--- config.mk ---
export PLATFORM = sky130hd
export DESIGN_NAME = branch_rs
export DESIGN_NICKNAME = d
export VERILOG_FILES = /design/src/rtl/branch_rs_pkg.sv /design/src/rtl/branch_rs_priority_enc.sv /design/src/rtl/branch_rs.sv
export SDC_FILE = /design/constraint.sdc
export NUM_CORES = 2
export LEC_CHECK = 0
export ABC_AREA = 1
export BUFFER_PORTS_ARGS = -buffer_cell sky130_fd_sc_hd__buf_4
export CELL_PAD_IN_SITES_DETAIL_PLACEMENT = 0
export CELL_PAD_IN_SITES_GLOBAL_PLACEMENT = 1
export CORE_UTILIZATION = 49
export DETAILED_ROUTE_END_ITERATION = 8
export PLACE_DENSITY_LB_ADDON = 0.1
export SYNTH_ARGS = -nofsm -noshare
export SYNTH_HDL_FRONTEND = slang
export SYNTH_SLANG_ARGS = --single-unit
--- constraint.sdc ---
create_clock -name clk_in -period 17.5 [get_ports clk_in]
set_clock_uncertainty 0.15 [all_clocks]
set_input_delay 0.875 -clock clk_in [delete_from_list [all_inputs] [get_ports clk_in]]
set_output_delay 0.875 -clock clk_in [all_outputs]
set_load 0.05 [all_outputs]
--- src/rtl/branch_rs_pkg.sv ---
// Shared widths, opcode encodings and entry payload type for the branch reservation station.
// No logic here; latency and backpressure are properties of the modules that import it.
package branch_rs_pkg;

  localparam int DEF_RS_SIZE = 8;
  localparam int DEF_TAG_W   = 4;
  localparam int DEF_NCDB    = 3;
  localparam int OP_W        = 4;
  localparam int DATA_W      = 32;

  localparam logic [OP_W-1:0] OP_NULL = 4'd0;
  localparam logic [OP_W-1:0] OP_BEQ  = 4'd1;
  localparam logic [OP_W-1:0] OP_BNE  = 4'd2;
  localparam logic [OP_W-1:0] OP_BLT  = 4'd3;
  localparam logic [OP_W-1:0] OP_BGE  = 4'd4;
  localparam logic [OP_W-1:0] OP_BLTU = 4'd5;
  localparam logic [OP_W-1:0] OP_BGEU = 4'd6;
  localparam logic [OP_W-1:0] OP_JAL  = 4'd7;
  localparam logic [OP_W-1:0] OP_JALR = 4'd8;

  // Operand-independent part of an entry; travels unchanged from dispatch to issue.
  typedef struct packed {
    logic [OP_W-1:0]   op;
    logic [DATA_W-1:0] imm;
    logic [DATA_W-1:0] pc;
  } br_info_t;

endpackage

--- src/rtl/branch_rs_priority_enc.sv ---
// Lowest-index set-bit finder; combinational, zero latency.
// No backpressure: found=0 with idx=0 when the request vector is empty.
module rs_priority_enc #(
  parameter int N     = 8,
  parameter int IDX_W = $clog2(N)
) (
  input  logic [N-1:0]     req,
  output logic             found,
  output logic [IDX_W-1:0] idx
);

  always_comb begin
    found = 1'b0;
    idx   = '0;
    // Scan downward so the lowest requesting index is the last one written.
    for (int i = N - 1; i >= 0; i--) begin
      if (req[i]) begin
        found = 1'b1;
        idx   = IDX_W'(i);
      end
    end
  end

endmodule

--- src/rtl/branch_rs.sv ---
// Branch/jump reservation station: CDB wakeup, index-priority issue; ready dispatch issues one edge later.
// Backpressure: rs_full refuses dispatch, rdy_in low freezes entries, clear_in flushes everything.
module branch_rs
  import branch_rs_pkg::*;
#(
  parameter int RS_SIZE = DEF_RS_SIZE,
  parameter int TAG_W   = DEF_TAG_W,
  parameter int NCDB    = DEF_NCDB
) (
  input  logic                   clk_in,
  input  logic                   rst_in,
  input  logic                   rdy_in,
  input  logic                   clear_in,
  input  logic                   disp_valid,
  input  logic [OP_W-1:0]        disp_op,
  input  logic [TAG_W-1:0]       disp_qj,
  input  logic [TAG_W-1:0]       disp_qk,
  input  logic [DATA_W-1:0]      disp_vj,
  input  logic [DATA_W-1:0]      disp_vk,
  input  logic [TAG_W-1:0]       disp_dest,
  input  logic [DATA_W-1:0]      disp_imm,
  input  logic [DATA_W-1:0]      disp_pc,
  output logic                   rs_full,
  input  logic [NCDB-1:0]        cdb_valid,
  input  logic [NCDB*TAG_W-1:0]  cdb_tag,
  input  logic [NCDB*DATA_W-1:0] cdb_data,
  output logic                   BranchRS_enable,
  output logic [OP_W-1:0]        BranchRS_op,
  output logic [DATA_W-1:0]      BranchRS_reg1,
  output logic [DATA_W-1:0]      BranchRS_reg2,
  output logic [TAG_W-1:0]       BranchRS_dest_rob,
  output logic [DATA_W-1:0]      BranchRS_imm,
  output logic [DATA_W-1:0]      BranchRS_pc
);

  localparam int IDX_W = $clog2(RS_SIZE);

  logic [RS_SIZE-1:0] busy;
  logic [TAG_W-1:0]   qj   [RS_SIZE];
  logic [TAG_W-1:0]   qk   [RS_SIZE];
  logic [DATA_W-1:0]  vj   [RS_SIZE];
  logic [DATA_W-1:0]  vk   [RS_SIZE];
  logic [TAG_W-1:0]   dest [RS_SIZE];
  br_info_t           info [RS_SIZE];

  logic [TAG_W-1:0]   cdb_tag_a [NCDB];
  logic [DATA_W-1:0]  cdb_dat_a [NCDB];

  logic [RS_SIZE-1:0] ready_vec;
  logic               free_vld;
  logic [IDX_W-1:0]   free_idx;
  logic               sel_vld;
  logic [IDX_W-1:0]   sel_idx;
  logic               disp_fire;

  logic [TAG_W-1:0]   fwd_qj;
  logic [TAG_W-1:0]   fwd_qk;
  logic [DATA_W-1:0]  fwd_vj;
  logic [DATA_W-1:0]  fwd_vk;

  for (genvar b = 0; b < NCDB; b++) begin : g_cdb
    assign cdb_tag_a[b] = cdb_tag[b*TAG_W +: TAG_W];
    assign cdb_dat_a[b] = cdb_data[b*DATA_W +: DATA_W];
  end

  // Selection uses registered state only, so a same-cycle wakeup issues one edge later.
  for (genvar i = 0; i < RS_SIZE; i++) begin : g_ready
    assign ready_vec[i] = busy[i] && (qj[i] == '0) && (qk[i] == '0);
  end

  rs_priority_enc #(.N(RS_SIZE)) u_free_enc (
    .req   (~busy),
    .found (free_vld),
    .idx   (free_idx)
  );

  rs_priority_enc #(.N(RS_SIZE)) u_sel_enc (
    .req   (ready_vec),
    .found (sel_vld),
    .idx   (sel_idx)
  );

  assign rs_full   = ~free_vld;
  assign disp_fire = disp_valid && !rs_full;

  // Same-cycle forwarding; descending scan lets the lowest bus index win a tag tie.
  always_comb begin
    fwd_qj = disp_qj;
    fwd_qk = disp_qk;
    fwd_vj = disp_vj;
    fwd_vk = disp_vk;
    for (int b = NCDB - 1; b >= 0; b--) begin
      if (cdb_valid[b] && (disp_qj != '0) && (disp_qj == cdb_tag_a[b])) begin
        fwd_qj = '0;
        fwd_vj = cdb_dat_a[b];
      end
      if (cdb_valid[b] && (disp_qk != '0) && (disp_qk == cdb_tag_a[b])) begin
        fwd_qk = '0;
        fwd_vk = cdb_dat_a[b];
      end
    end
  end

  always_ff @(posedge clk_in) begin
    if (!rst_in) begin
      busy              <= '0;
      BranchRS_enable   <= 1'b0;
      BranchRS_op       <= '0;
      BranchRS_reg1     <= '0;
      BranchRS_reg2     <= '0;
      BranchRS_dest_rob <= '0;
      BranchRS_imm      <= '0;
      BranchRS_pc       <= '0;
    end else if (clear_in) begin
      busy            <= '0;
      BranchRS_enable <= 1'b0;
    end else if (!rdy_in) begin
      BranchRS_enable <= 1'b0;
    end else begin
      for (int i = 0; i < RS_SIZE; i++) begin
        for (int b = NCDB - 1; b >= 0; b--) begin
          if (busy[i] && cdb_valid[b] && (qj[i] != '0) && (qj[i] == cdb_tag_a[b])) begin
            qj[i] <= '0;
            vj[i] <= cdb_dat_a[b];
          end
          if (busy[i] && cdb_valid[b] && (qk[i] != '0) && (qk[i] == cdb_tag_a[b])) begin
            qk[i] <= '0;
            vk[i] <= cdb_dat_a[b];
          end
        end
      end

      if (sel_vld) begin
        BranchRS_enable   <= 1'b1;
        BranchRS_op       <= info[sel_idx].op;
        BranchRS_reg1     <= vj[sel_idx];
        BranchRS_reg2     <= vk[sel_idx];
        BranchRS_dest_rob <= dest[sel_idx];
        BranchRS_imm      <= info[sel_idx].imm;
        BranchRS_pc       <= info[sel_idx].pc;
        busy[sel_idx]     <= 1'b0;
      end else begin
        BranchRS_enable <= 1'b0;
      end

      // free_idx comes from pre-edge busy bits, so it never aliases the slot issuing now.
      if (disp_fire) begin
        busy[free_idx] <= 1'b1;
        qj[free_idx]   <= fwd_qj;
        qk[free_idx]   <= fwd_qk;
        vj[free_idx]   <= fwd_vj;
        vk[free_idx]   <= fwd_vk;
        dest[free_idx] <= disp_dest;
        info[free_idx] <= '{op: disp_op, imm: disp_imm, pc: disp_pc};
      end
    end
  end

endmodule

# Yosys cells after proc, flatten, opt, wreduce, memory -nomap -nowiden

Memories as Yosys holds them, arrays and structs flattened. A register that Yosys moved wholly into a read port is not among the register bits.
Cells that the tools add are included.
W data, S select, Z words.

$lt $le $gt $ge: 4
Equal/unequal tests: 54
Muxes and demuxes: 363
Bitwise logic cells: 72
Reductions and logical operators: 192

Operators with widths:

| cell                 | count |
|---|---|
| $mux W32             | 38 |
| $mux W1              | 264 |
| $eq A4 B4 Y1         | 54 |
| $mux W4              | 38 |
| $logic_and A1 B1 Y1  | 151 |
| $reduce_bool A4 Y1   | 18 |
| $logic_not A4 Y1     | 16 |
| $or A1 B1 Y1         | 64 |
| $mux W3              | 16 |
| $mux W8              | 5 |
| $not A8 Y8           | 2 |
| $and A8 B8 Y8        | 1 |
| $lt A3 B4 Y1 const B | 2 |
| $or A8 B8 Y8         | 1 |
| $demux W1 S3         | 2 |
| $ge A3 B1 Y1 const B | 2 |
| $logic_not A1 Y1     | 4 |
| $not A1 Y1           | 4 |
| $reduce_and A3 Y1    | 1 |
| $reduce_or A3 Y1     | 1 |
| $reduce_or A2 Y1     | 1 |

Bits in registers: 9
RAM bits: 1152
Bits of input ports: 260
Output and inout bits: 138
Logic and storage cells: 693
Memories kept: 6

Memories:

| name | words | bits a word | rd ports | clocked after Yosys merged registers in | wr ports | RTL line        | RTL |
|---|---|---|---|---|---|---|---|
| info | 8     | 68          | 1        | 1                                       | 1        | branch_rs.sv:44 | `br_info_t info [RS_SIZE];` |
| vj   | 8     | 32          | 1        | 1                                       | 9        | branch_rs.sv:41 | `logic [DATA_W-1:0] vj [RS_SIZE];` |
| vk   | 8     | 32          | 1        | 1                                       | 9        | branch_rs.sv:42 | `logic [DATA_W-1:0] vk [RS_SIZE];` |
| dest | 8     | 4           | 1        | 1                                       | 1        | branch_rs.sv:43 | `logic [TAG_W-1:0] dest [RS_SIZE];` |
| qj   | 8     | 4           | 8        | 0                                       | 9        | branch_rs.sv:39 | `logic [TAG_W-1:0] qj [RS_SIZE];` |
| qk   | 8     | 4           | 8        | 0                                       | 9        | branch_rs.sv:40 | `logic [TAG_W-1:0] qk [RS_SIZE];` |

# Depth between registers and ports, before layout

Depth after elaboration: 23
Mapped depth: 16
Mapped depth without buffers: 14

# Modules after synthesis

From an unflattened synthesis, not the netlist that was laid out.

Cell total of the unflattened synthesis: 9468
Area, all modules: 73594.3 sq um

Modules (own cells, without submodules):

| module          | instances | cells each | area an instance (sq um) | seq. area each (sq um) |
|---|---|---|---|---|
| branch_rs       | 1         | 9424       | 73396.6                  | 37496.0 |
| rs_priority_enc | 2         | 22         | 98.8                     | 0.0 |

# Least setup slack after synthesis

Ideal clock, no wire load.

Kind: input -> register
From: input clear_in
To: memory qk[4][0] in the netlist's numbering (enable)
Arrival: 6.942 ns
Data required time: 16.907 ns
Slack: 9.965 ns
Stages on the path: 10
Cells stage by stage: inv_1 nand2_1 nor2_1 nand3_1 nor2_1 inv_1 nor2_1 clkinv_1 buf_2 o2111ai_1

RTL lines:

| element            | RTL line        | RTL |
|---|---|---|
| start: declaration | branch_rs.sv:13 | `input logic clear_in,` |
| end: declaration   | branch_rs.sv:40 |  |

==> reports/metrics.cfg <==
[cells_and_area]
nets = 9107
drive_gt1_share_pct = 10.3
layout_common_cells = 2532 x nand2_1, 1152 x edfxtp_1, 843 x nor2_1
area_growth_pct = 11.5
layout.cells.most_common = nand2_1
stdcell_area_mm2 = 0.0812

[drt]
maxUsedRoutingLayer = met5
drt-wirelength-per-cell_um = 30.0
antenna_left = 0
wl_met3_um = 46700
wl_um = 327000
route.detailed.drc = 4
wl_met2_um = 138000
drtIter0Drc = 10420
dr_total_vias = 69503
drt-pass1-iter-count = 9
wl_met1_um = 119000
vias_per_cell = 6.36

[critical_path]
worstReg2RegEnd = BranchRS_pc[3]
crit_arrival_ps = 5680
ff2ff_setup_slack_ps = 12380
critical_path.slowest_cell = inv_4
crit_chain = nor2_1, nand3_1, nor2_1, nor2_1, nand2_8, nand2_2, nand3_4, inv_4, buf_4, nand2_1, nand3_1, nand2_1, a21oi_1
crit_family = simple AND/OR/NAND/NOR gates
endpoint_kind = register
worst_r2r_path_depth = 13
critical_path_buf_inv_count = 2
cp_max_fo = 89
reg2reg_from = qj[7][1]
cp-start-kind = register
max_stage_delay_ps = 1060
crit_type = register to register
required_ps = 18060
crit_top_cell = nor2_1

[global_route]
grt_pass1_vias = 63038
grt_pass1_wl_um = 459000
grt_remaining_overflow = 0
antenna_found_initial = 43
grt_max_degree = 183
grtUsageTotal_pct = 42.5

[sta]
finalCriticalPeriod_ps = 5120
hold_ws_ps = 147
hold_violations = 0
tightest_slew_ps = 1440
slew_headroom_pct = 3.57
setup_violations = 0
finalWorstSetupSlack_ps = 12380
rsz0062_at_grt = false
finalSetupTns_ps = 0
finalMaxSlewViolations = 0
fmax_ghz = 0.195
timing.final.crit_share_pct = 29.3

[worst_hold_path]
worstHoldStart = disp_imm[18]
holdPathStages = 1
hold_path_end = info[0][50]
min_path_type = input pin to register

[synthesis]
synth.cell_area_mm2 = 0.0728
async_flop_share_pct = 0
synth_flop_cell = edfxtp_1
ys_ff_latch = 1297
synth_area_per_cell_um2 = 8.14
synthCells = 8941
synth_nets = 9201
synth_fa_ha_area_share_pct = 0
yosysSeqAreaShare_pct = 51.5
synth_compound_area_share_pct = 14.5
synth_warnings = 0
synth.distinct_cells = 50
synth_xor_area_share_pct = 1.07
synth_simple_gate_area_share_pct = 25.4
synth_top_family_by_area = simple AND/OR/NAND/NOR gates
synth_edf_count = 1152
muxShareOfSynthArea_pct = 0

[outcome]
violations = DRC
status = finished, violations left

[clocking]
clk_pin_slew_ps = 60
cts_buffer_depth = 3
cts_hold_buf = 0
post_cts_buffers = 0
worstSkewPairLatency_ps = 820
ctsHtreeMaxLevel = 4
cts_root_buf = clkbuf_16
cts_resized = 0
cts_buffers = 150
cts_tree = built
cts_sinks = 1297

[placement]
place_area_mm2 = 0.0761
io_buffers = 397
dp_slack_ps = 11930
dp_hpwl_um = 185000
gp_congestion = 0.940

[floorplanning]
num_rows = 141
chipHeight_um = 387
core-area_mm2 = 0.148
io_pins = 398
dieArea_mm2 = 0.150
die_x_um = 387
initial_core_util_pct = 49.3

[power_and_ir_drop]
vdd_drop_max_v = 0.0000990
p_total_uw = 7150
power.density_mw_per_mm2 = 88.1
p_leak_uw = 0.0328

[flow_run]
drv_cap = 0

==> sequential cells by signal (all words and copies together) (netlist names) <==
signal             cells
BranchRS_dest_rob      4
BranchRS_enable        1
BranchRS_imm          32
BranchRS_op            4
BranchRS_pc           32
BranchRS_reg1         32
BranchRS_reg2         32
busy                   8
dest                  32
info                 544
qj                    32
qk                    32
vj                   256
vk                   256
==> per-stage QoR <==
| stage | std cells | util, % |
|---|---|---|
| after floorplan | 8941 | - |
| after global placement | 10625 | 51.6 |
| after detailed placement | 10625 | 51.6 |
| after CTS | 10904 | 54.9 |
| after global routing | 10917 | 55.0 |
| final | 10923 | 55.0 |
==> metal layers <==
layer | GRT usage [%] | up-vias
li1 | - | 30519
met1 | 53.9 | 32322
met2 | 62.3 | 5277
met3 | 13.9 | 1347
met4 | 27.4 | 38
met5 | 0 | -
==> where the power goes <==
part | internal [uW] | switching, uW
logic | 150 | 391
registers | 3380 | 6.47
clock network | 1860 | 1370
total | 5390 | 1760
==> how the worst max path moves through the flow <==
stage / from / endpoint / depth (start not counted)
floorplan: clear_in / qk[4][0] / 10
global placement: rst_in / vj[0][3] / 10
detailed placement: rst_in / vj[0][3] / 10
CTS: qk[7][2] / BranchRS_pc[3] / 13
global route: qk[7][2] / BranchRS_pc[9] / 13
finish: qj[7][1] / BranchRS_pc[3] / 13
==> cell families (layout without fill, tap and decap cells) <==
family,Yosys count,after routing
and+or+nand+nor,4435,4435
AOI/OAI and AO/OA,1809,1809
buffers and inverters,1311,1344
DFF,1297,1297
xor gates and xnor gates,89,89
other,0,19
==> cells in the mapped netlist, types with 2 or more instances <==
master	instances	share of area (%)
nor2_4	4	0.062
nor4_1	22	0.19
clkbuf_2	6	0.041
o211ai_1	446	4.6
nor2_1	846	4.4
nand2_1	2556	13
nor4b_1	2	0.024
nand4_1	308	2.6
buf_4	50	0.52
buf_6	7	0.11
or2_2	7	0.060
nor3b_1	2	0.021
edfxtp_1	1152	48
buf_2	263	1.8
inv_2	34	0.18
o21ai_2	60	0.72
clkbuf_1	359	1.9
nor3_2	4	0.055
o221ai_1	4	0.048
a21oi_1	327	2.2
nand2_2	10	0.086
buf_1	85	0.44
o2111ai_1	8	0.096
dfxtp_1	145	4.0
a221oi_1	5	0.060
xnor2_1	30	0.36
o21ai_0	759	5.2
xor2_1	59	0.71
a211oi_1	8	0.083
o22ai_1	25	0.21
nor2_2	7	0.060
a21oi_2	2	0.024
inv_1	462	2.4
nand3_1	622	4.3
clkinv_1	45	0.23
or4_1	4	0.041
nor3_1	34	0.23
o21ai_1	160	1.1
==> layout make-up <==
class,count,area (um^2)
clock buffers,216,4280
repair buffers,524,4040
well taps,1930,2410
clock inverters,63,706
multi-input cells,6333,30100
diodes,19,47.5
inverters,541,2050
fillers,13476,66500
flip-flops and latches,1297,37500
Power figures use the tool's default switching activity.
